==> config.mk <==
export PLATFORM = sky130hd
export DESIGN_NAME = apb_slave_mem
export DESIGN_NICKNAME = d
export VERILOG_FILES = /design/src/rtl/apb_slave_mem.sv
export SDC_FILE = /design/constraint.sdc
export NUM_CORES = 1
export LEC_CHECK = 0
export CELL_PAD_IN_SITES_DETAIL_PLACEMENT = 0
export CELL_PAD_IN_SITES_GLOBAL_PLACEMENT = 2
export CORE_ASPECT_RATIO = 1.4
export CORE_MARGIN = 2
export CORE_UTILIZATION = 45
export CTS_CLUSTER_SIZE = 14
export DETAILED_ROUTE_END_ITERATION = 8
export PLACE_DENSITY = 0.94
export SYNTH_ARGS = -nofsm -noshare
export SYNTH_HDL_FRONTEND = slang
export SYNTH_SLANG_ARGS = --single-unit
==> constraint.sdc <==
create_clock -name apb_clk_i -period 4.35 [get_ports apb_clk_i]
set_clock_uncertainty 0.05 [all_clocks]
set_input_delay 1.0875 -clock apb_clk_i [delete_from_list [all_inputs] [get_ports apb_clk_i]]
set_output_delay 1.0875 -clock apb_clk_i [all_outputs]
set_load 0.02 [all_outputs]
==> src/rtl/apb_slave_mem.sv <==
// APB slave memory with byte strobes, programmable wait states, error responses
// and saturating per-type transfer statistics.
module apb_slave_mem #(
   parameter int ADDR_W     = 32,
   parameter int DATA_W     = 32,
   parameter int DEPTH      = 16,
   parameter int WAIT_W     = 4,
   parameter int PROT_CHECK = 0,
   parameter int CNT_W      = 16
) (
   input  logic                apb_clk_i,
   input  logic                apb_reset_i,
   input  logic [ADDR_W-1:0]   apb_addr_i,
   input  logic                apb_sel_i,
   input  logic                apb_enable_i,
   input  logic                apb_write_i,
   input  logic [DATA_W/8-1:0] apb_strb_i,
   input  logic [2:0]          apb_prot_i,
   input  logic [DATA_W-1:0]   apb_wdata_i,
   output logic                apb_ready_o,
   output logic [DATA_W-1:0]   apb_rdata_o,
   output logic                apb_slverr_o,
   input  logic [WAIT_W-1:0]   cfg_wait_i,
   output logic [CNT_W-1:0]    wr_count_o,
   output logic [CNT_W-1:0]    rd_count_o,
   output logic [CNT_W-1:0]    err_count_o
);

   localparam int STRB_W = DATA_W / 8;
   localparam int OFF_W  = $clog2(STRB_W);
   localparam int IDX_W  = $clog2(DEPTH);

   typedef enum logic {
      IDLE,
      ACCESS
   } state_t;

   state_t              state, state_nxt;
   logic                start, done, ready;
   logic [IDX_W-1:0]    setup_idx, idx_q;
   logic                setup_err, err_q, write_q;
   logic [STRB_W-1:0]   strb_q;
   logic [DATA_W-1:0]   wdata_q, rdata_q;
   logic [WAIT_W-1:0]   wait_q;
   logic [CNT_W-1:0]    wr_cnt, rd_cnt, err_cnt;
   logic [DATA_W-1:0]   mem [DEPTH];

   // Any set bit above the index field addresses a word beyond DEPTH.
   assign setup_idx = apb_addr_i[OFF_W +: IDX_W];
   assign setup_err = (|apb_addr_i[ADDR_W-1:OFF_W+IDX_W])
                    | ((PROT_CHECK != 0) & apb_write_i & ~apb_prot_i[0]);

   function automatic logic [CNT_W-1:0] sat_inc(input logic [CNT_W-1:0] v);
      return (v == '1) ? v : v + CNT_W'(1);
   endfunction

   // NOTE: sequential state uses non-blocking assignments so every flop samples pre-edge values.
   always_ff @(posedge apb_clk_i) begin
      if (apb_reset_i) state <= IDLE;
      else             state <= state_nxt;
   end

   // NOTE: every always_comb output gets a default first so no path infers a latch.
   always_comb begin
      state_nxt = state;
      start     = 1'b0;
      done      = 1'b0;
      ready     = 1'b0;
      case (state)
         IDLE: begin
            if (apb_sel_i) begin
               start     = 1'b1;
               state_nxt = ACCESS;
            end
         end
         ACCESS: begin
            if (!apb_sel_i) begin
               state_nxt = IDLE;
            end else if (wait_q == '0) begin
               ready = 1'b1;
               if (apb_enable_i) begin
                  done      = 1'b1;
                  state_nxt = IDLE;
               end
            end
         end
         default: state_nxt = IDLE;
      endcase
   end

   assign apb_ready_o  = ready;
   assign apb_slverr_o = ready & err_q;
   assign apb_rdata_o  = rdata_q;

   always_ff @(posedge apb_clk_i) begin
      if (apb_reset_i) begin
         idx_q   <= '0;
         write_q <= 1'b0;
         strb_q  <= '0;
         wdata_q <= '0;
         err_q   <= 1'b0;
         wait_q  <= '0;
         rdata_q <= '0;
      end else if (start) begin
         idx_q   <= setup_idx;
         write_q <= apb_write_i;
         strb_q  <= apb_strb_i;
         wdata_q <= apb_wdata_i;
         err_q   <= setup_err;
         wait_q  <= cfg_wait_i;
         if (!apb_write_i) rdata_q <= setup_err ? '0 : mem[setup_idx];
      end else if (state == ACCESS && apb_sel_i && wait_q != '0) begin
         wait_q <= wait_q - WAIT_W'(1);
      end
   end

   // NOTE: the storage is flop-based and cleared by reset, so it cannot map onto a RAM macro.
   always_ff @(posedge apb_clk_i) begin
      if (apb_reset_i) begin
         for (int i = 0; i < DEPTH; i++) mem[i] <= '0;
      end else if (done && write_q && !err_q) begin
         for (int b = 0; b < STRB_W; b++) begin
            if (strb_q[b]) mem[idx_q][8*b +: 8] <= wdata_q[8*b +: 8];
         end
      end
   end

   always_ff @(posedge apb_clk_i) begin
      if (apb_reset_i) begin
         wr_cnt  <= '0;
         rd_cnt  <= '0;
         err_cnt <= '0;
      end else if (done) begin
         if (err_q)        err_cnt <= sat_inc(err_cnt);
         else if (write_q) wr_cnt  <= sat_inc(wr_cnt);
         else              rd_cnt  <= sat_inc(rd_cnt);
      end
   end

   assign wr_count_o  = wr_cnt;
   assign rd_count_o  = rd_cnt;
   assign err_count_o = err_cnt;

endmodule
==> results_dict.tcl, run 1 <==
set metrics [dict create \
    outcome "finished clean" \
    final_common_cell "and2_1" \
    async_flop_share_pct 0 \
    port_buffers 156 \
    drive_gt1_share_pct 13.8 \
    slowest_delay_ns 0.60 \
    via_per_inst 5.46 \
    grt_pass1_wl_um 113000 \
    cts_root_buf "clkbuf_16" \
    grt_antenna_before_repair 1 \
    dp_hpwl_um 50700 \
    post_dp_cell_area_um2 32200 \
    routed_wirelength_um 74600 \
    fp.coreArea_um2 65100 \
    postLayoutCellArea_um2 34200 \
    crit_type "register to output port" \
    postSynthAreaPerCell_um2 12.0 \
    setup_slack_ns 0.668 \
    h-tree-depth 2 \
    path_max_fanout 12 \
    synth_cells 2451 \
    yosys_register_bits 639 \
    wl_per_cell_um 21.3 \
    row_count 111 \
    place_ws_ns 0.608 \
    cts.sinks 639 \
    vdd.ir_drop.worst_mv 0.328 \
    crit_required_ns 3.21 \
    layout.nets 2691 \
    ys.flop_type "edfxtp_1" \
    reg2reg_from "wait_q[0]" \
    clk_pin_slew_ns 0.06 \
    hold_class "register to register" \
    start_util_pct 45.3 \
    cp_slowest_cell "clkdlybuf4s50_1" \
    area_growth_pct 15.8 \
    cts_resized 0 \
    clock_path_buffers 3 \
    cts_tree "yes" \
    ys_warn_count 0 \
    rrSetupSlack_ns 1.27 \
    ant_nets 0 \
    grt_usage_pct 22.2 \
    fp.dieH_um 307 \
    drtIter0Drc 1254 \
    path_cells "inv_1 -> ha_1 -> and4bb_2 -> and3_1 -> clkdlybuf4s50_1" \
    p_leak_uw 0.0129 \
    synth_edf_count 512 \
    whs_endpoint "strb_q[0]" \
    cts-buffers-inserted 60 \
    slew_headroom_pct 32.8 \
    ios 162 \
    tightest_slew_ns 0.999 \
    synth_area_um2 29500 \
    timing.setup.tns_ns 0 \
    slew_violations 0 \
    die_width_um 220 \
    hp-start "strb_q[0]" \
    reg2regPathDepth 7 \
    drv_cap 0 \
    layout_common_cells "and2_1, edfxtp_1, mux2i_1" \
    dr.pass1.iters 5 \
    n_antenna_cell 0 \
    final_core_util_pct 52.4 \
    drc 0 \
    worstPathArrival_ns 2.54 \
    grt_overflow 0 \
    finalHoldViolCount 0 \
    hold_depth 2 \
    r2r-end "mem[7][14]" \
    via_count 19100 \
    cts_setup_buffers 0 \
    synth-seq-area-share_pct 60.7 \
    endpoint_kind "output port" \
    post-route-period-util_pct 84.6 \
    timing.hold.ws_ns 0.418 \
    place_congestion 0.825 \
    grt_max_degree 62 \
    max_freq_mhz 272 \
    power.density_nw_per_um2 380 \
    dieArea_um2 67600 \
    syn_nets 2536 \
    grt_pass1_vias 19700 \
    finalSetupViolCount 0 \
    ctsHoldBuffers 0 \
    clk_latency_ns 0.63 \
    yosysUniqueCellTypes 57 \
    post-route-min-period_ns 3.68 \
    rsz0062_at_grt "no" \
    startpoint_type "register" \
]
[synth_stat cells, types with 33 or more instances]
master	n	area (um^2)
nor2_2	40	250
clkbuf_1	92	345
xnor2_1	33	289
inv_1	41	154
nand3_1	54	270
or2_2	67	419
buf_2	35	175
edfxtp_1	512	15400
nor2_1	145	544
and2_1	516	3230
dfxtp_1	127	2540
mux2i_1	223	2230
o21ai_0	38	190
nand2_1	140	526
a21oi_1	87	435
[worst max path at each step]
stage / depth (start not counted) / end / start / slack [ns]
floorplan: 7 / mem[14][16] / apb_sel_i / 1.51
global placement: 7 / mem[15][15] / apb_enable_i / 0.65
detailed placement: 6 / mem[7][10] / apb_enable_i / 0.61
CTS: 5 / apb_slverr_o / wait_q[0] / 0.62
global route: 5 / apb_slverr_o / wait_q[0] / 0.54
finish: 5 / apb_slverr_o / wait_q[0] / 0.67
[layout make-up]
type | instances | area, um^2
fillers | 5457 | 31000
flip-flops and latches | 639 | 17900
multi-input cells | 1631 | 10800
repair buffers | 233 | 2200
clock buffers | 85 | 1730
well taps | 847 | 1060
clock inverters | 29 | 253
inverters | 41 | 154
[flip-flops by register name, indices dropped and copies added, names as in the netlist]
name	flops
wr_count_o	16
strb_q	4
mem	512
rd_count_o	16
write_q	1
wdata_q	32
state	1
idx_q	4
err_q	1
err_count_o	16
wait_q	4
apb_rdata_o	32
[through the flow]
stage | power [uW] | cells
after floorplan | 7470 | 2451
after global placement | 7810 | 3391
after detailed placement | 7840 | 3391
after CTS | 13100 | 3505
after global routing | 13400 | 3505
final | 13000 | 3505
[power by group]
group | internal [uW] | switching, uW
Clock | 3000 | 2270
Combinational | 301 | 478
Sequential | 6770 | 160
Total | 10100 | 2910
[metal layers]
layer | wire, um | global-route usage, % | vias up
met5 | 13 | 0 | -
met4 | 3070 | 9.02 | 2
met3 | 4000 | 3.57 | 158
met2 | 38800 | 40.0 | 568
met1 | 28700 | 26.0 | 9377
li1 | - | - | 9033
[critical path: cells and delay by family (launching register included)]
family / cells / cell delay [ns]
fa+ha+maj: 1 / 0.23
buf+inv: 2 / 0.72
simple gates: 2 / 0.65
flops: 1 / 0.33
[cell families (layout without fill, tap and decap cells)]
group | count (synthesis) | after routing | share of synthesized area [%]
muxes | 257 | 257 | 8.94
DFF | 639 | 639 | 60.7
buffers and inverters | 181 | 388 | 2.60
xor gates and xnor gates | 38 | 38 | 1.13
AOI/OAI and AO/OA | 267 | 267 | 6.15
and+or+nand+nor | 1064 | 1064 | 20.2
adders and majority gates | 5 | 5 | 0.212
Note: power is estimated with default switching activity, not from simulation.
==> inputs of run 2 (changes only) <==
--- a/config.mk
+++ b/config.mk
@@ -9,10 +9,10 @@
 export CELL_PAD_IN_SITES_GLOBAL_PLACEMENT = 2
 export CORE_ASPECT_RATIO = 1.4
 export CORE_MARGIN = 2
-export CORE_UTILIZATION = 45
+export CORE_UTILIZATION = 38
 export CTS_CLUSTER_SIZE = 14
 export DETAILED_ROUTE_END_ITERATION = 8
-export PLACE_DENSITY = 0.94
+export PLACE_DENSITY = 0.85
 export SYNTH_ARGS = -nofsm -noshare
 export SYNTH_HDL_FRONTEND = slang
 export SYNTH_SLANG_ARGS = --single-unit
==> constraint.sdc (replaced) <==
create_clock -name apb_clk_i -period 3.3 [get_ports apb_clk_i]
set_clock_uncertainty 0.05 [all_clocks]
set_input_delay 0.825 -clock apb_clk_i [delete_from_list [all_inputs] [get_ports apb_clk_i]]
set_output_delay 0.825 -clock apb_clk_i [all_outputs]
set_load 0.02 [all_outputs]
==> results_dict.tcl, run 2 (synthesized netlist as in run 1, its figures left out) <==
set metrics [dict create \
    outcome "finished clean" \
    cts-buffers-inserted 61 \
    grt_antenna_before_repair 0 \
    dp_hpwl_um 50900 \
    grt_max_degree 109 \
    drtIter0Drc 1143 \
    power.density_nw_per_um2 496 \
    grt_usage_pct 18.8 \
    rsz0062_at_grt "no" \
    fp.dieH_um 334 \
    die_width_um 239 \
    final_core_util_pct 45.1 \
    fp.coreArea_um2 76700 \
    via_per_inst 5.12 \
    via_count 19000 \
    p_leak_uw 0.0130 \
    slew_headroom_pct 43.0 \
    routed_wirelength_um 74900 \
    drv_cap 0 \
    p_switching_uw 3890 \
    slew_violations 0 \
    ios 162 \
    cts.sinks 639 \
    place_ws_ns 0.231 \
    fillCellCount 6994 \
    start_util_pct 38.4 \
    crit_type "register to output port" \
    swShare_pct 22.7 \
    max_freq_mhz 333 \
    dr.pass1.iters 6 \
    final_common_cell "and2_1" \
    p_clk_share_pct 40.8 \
    dieArea_um2 79900 \
    drive_gt1_share_pct 14.2 \
    ant_nets 0 \
    regArea_um2 17900 \
    p_int_uw 13300 \
    largest_reg_flops 512 \
    grt_pass1_wl_um 114000 \
    wl_per_cell_um 20.2 \
    cts_root_buf "clkbuf_16" \
    n_antenna_cell 0 \
    post_dp_cell_area_um2 32600 \
    clk_pin_slew_ns 0.06 \
    setup_slack_ns 0.294 \
    row_count 120 \
    grt_overflow 0 \
    timing.setup.tns_ns 0 \
    multiInputGateArea_um2 10800 \
    clk_latency_ns 0.65 \
    post-route-period-util_pct 91.1 \
    area_growth_pct 17.2 \
    hold_class "input port to register" \
    ctsHoldBuffers 0 \
    vdd.ir_drop.worst_mv 0.431 \
    post-route-min-period_ns 3.01 \
    startpoint_type "register" \
    layout_common_cells "and2_1, edfxtp_1, mux2i_1" \
    endpoint_kind "output port" \
    p_comb_share_pct 6.0 \
    path_max_fanout 4 \
    worstPathArrival_ns 2.13 \
    grt_pass1_vias 19400 \
    layout.nets 2709 \
    tightest_slew_ns 0.853 \
    finalHoldViolCount 0 \
    h-tree-depth 2 \
    cts_tree "yes" \
    postLayoutCellArea_um2 34600 \
    clock_path_buffers 3 \
    drc 0 \
    regMostFlops "mem" \
    port_buffers 156 \
    place_congestion 0.815 \
    crit_required_ns 2.42 \
    finalSetupViolCount 0 \
    pwr-share-seq_pct 53.2 \
]
-- run 2: cell types whose count changed in the layout (fill, tap and decap cells not counted), sizes merged --
cell and change:
dlymetal6s2s +1, inv -1, dlygate4sd2 +1, clkinvlp +5
buf +17, clkdlybuf4s50 -2, bufinv +2, clkbuf -5
-- run 2: worst paths after layout --
check | startpoint | end | slack (ns) | depth (start not counted)
max | wait_q[0] | apb_slverr_o | 0.29 | 5
min | apb_reset_i | rd_count_o[10] | 0.36 | 2
max reg2reg | wait_q[0] | mem[8][21] | 0.56 | 9
min reg2reg | strb_q[1] | strb_q[1] | 0.42 | 2
-- run 2: critical path: stages (launching register included) --
cell,delay (ns)
dfxtp_1,0.36
inv_1,0.09
ha_1,0.24
and4bb_2,0.28
and3_1,0.19
dlygate4sd2_1,0.32
-- run 2: final cells by class --
class | count | share of cell area [%]
Sequential cell | 639 | 51.8
Clock buffer | 80 | 4.71
Inverter | 41 | 0.445
Timing Repair Buffer | 250 | 6.93
Multi-Input combinational cell | 1631 | 31.4
Clock inverter | 35 | 1.01
Tap cell | 1037 | 3.75
-- run 2: layer usage --
| metal | track usage [%] | vias to the layer above | share of wire [%] | wire length (um) |
|---|---|---|---|---|
| met5 | 0 | - | 0 | 0 |
| met4 | 6.97 | 0 | 3.7 | 2800 |
| met3 | 3.21 | 129 | 5.1 | 3800 |
| met2 | 33.9 | 473 | 51 | 38300 |
| met1 | 22.3 | 9335 | 40 | 29900 |
| li1 | - | 9072 | - | - |
-- run 2: repair_timing --
action	in CTS	in global routing
endpoints found under the setup margin	1	1
setup buffers	0	0
pin swaps	0	0
gates resized for setup	1	1
-- run 2: power groups by stage --
stage / clock, uW / combinational, uW / sequential, uW
2_1_floorplan: 0 / 689 / 9160
3_3_place_gp: 0 / 1030 / 9280
3_5_place_dp: 0 / 1050 / 9300
4_1_cts: 7130 / 1050 / 9130
5_1_grt: 7410 / 1120 / 9150
6_report: 7000 / 1040 / 9120
-- run 2: per-stage QoR --
step	std cells	hold WS [ns]	total power (uW)
3_5_place_dp	3598	0.417	10300
3_3_place_gp	3598	0.409	10300
5_1_grt	3713	0.344	17700
6_report	3713	0.358	17200
4_1_cts	3713	0.318	17300
2_1_floorplan	2451	0.390	9850
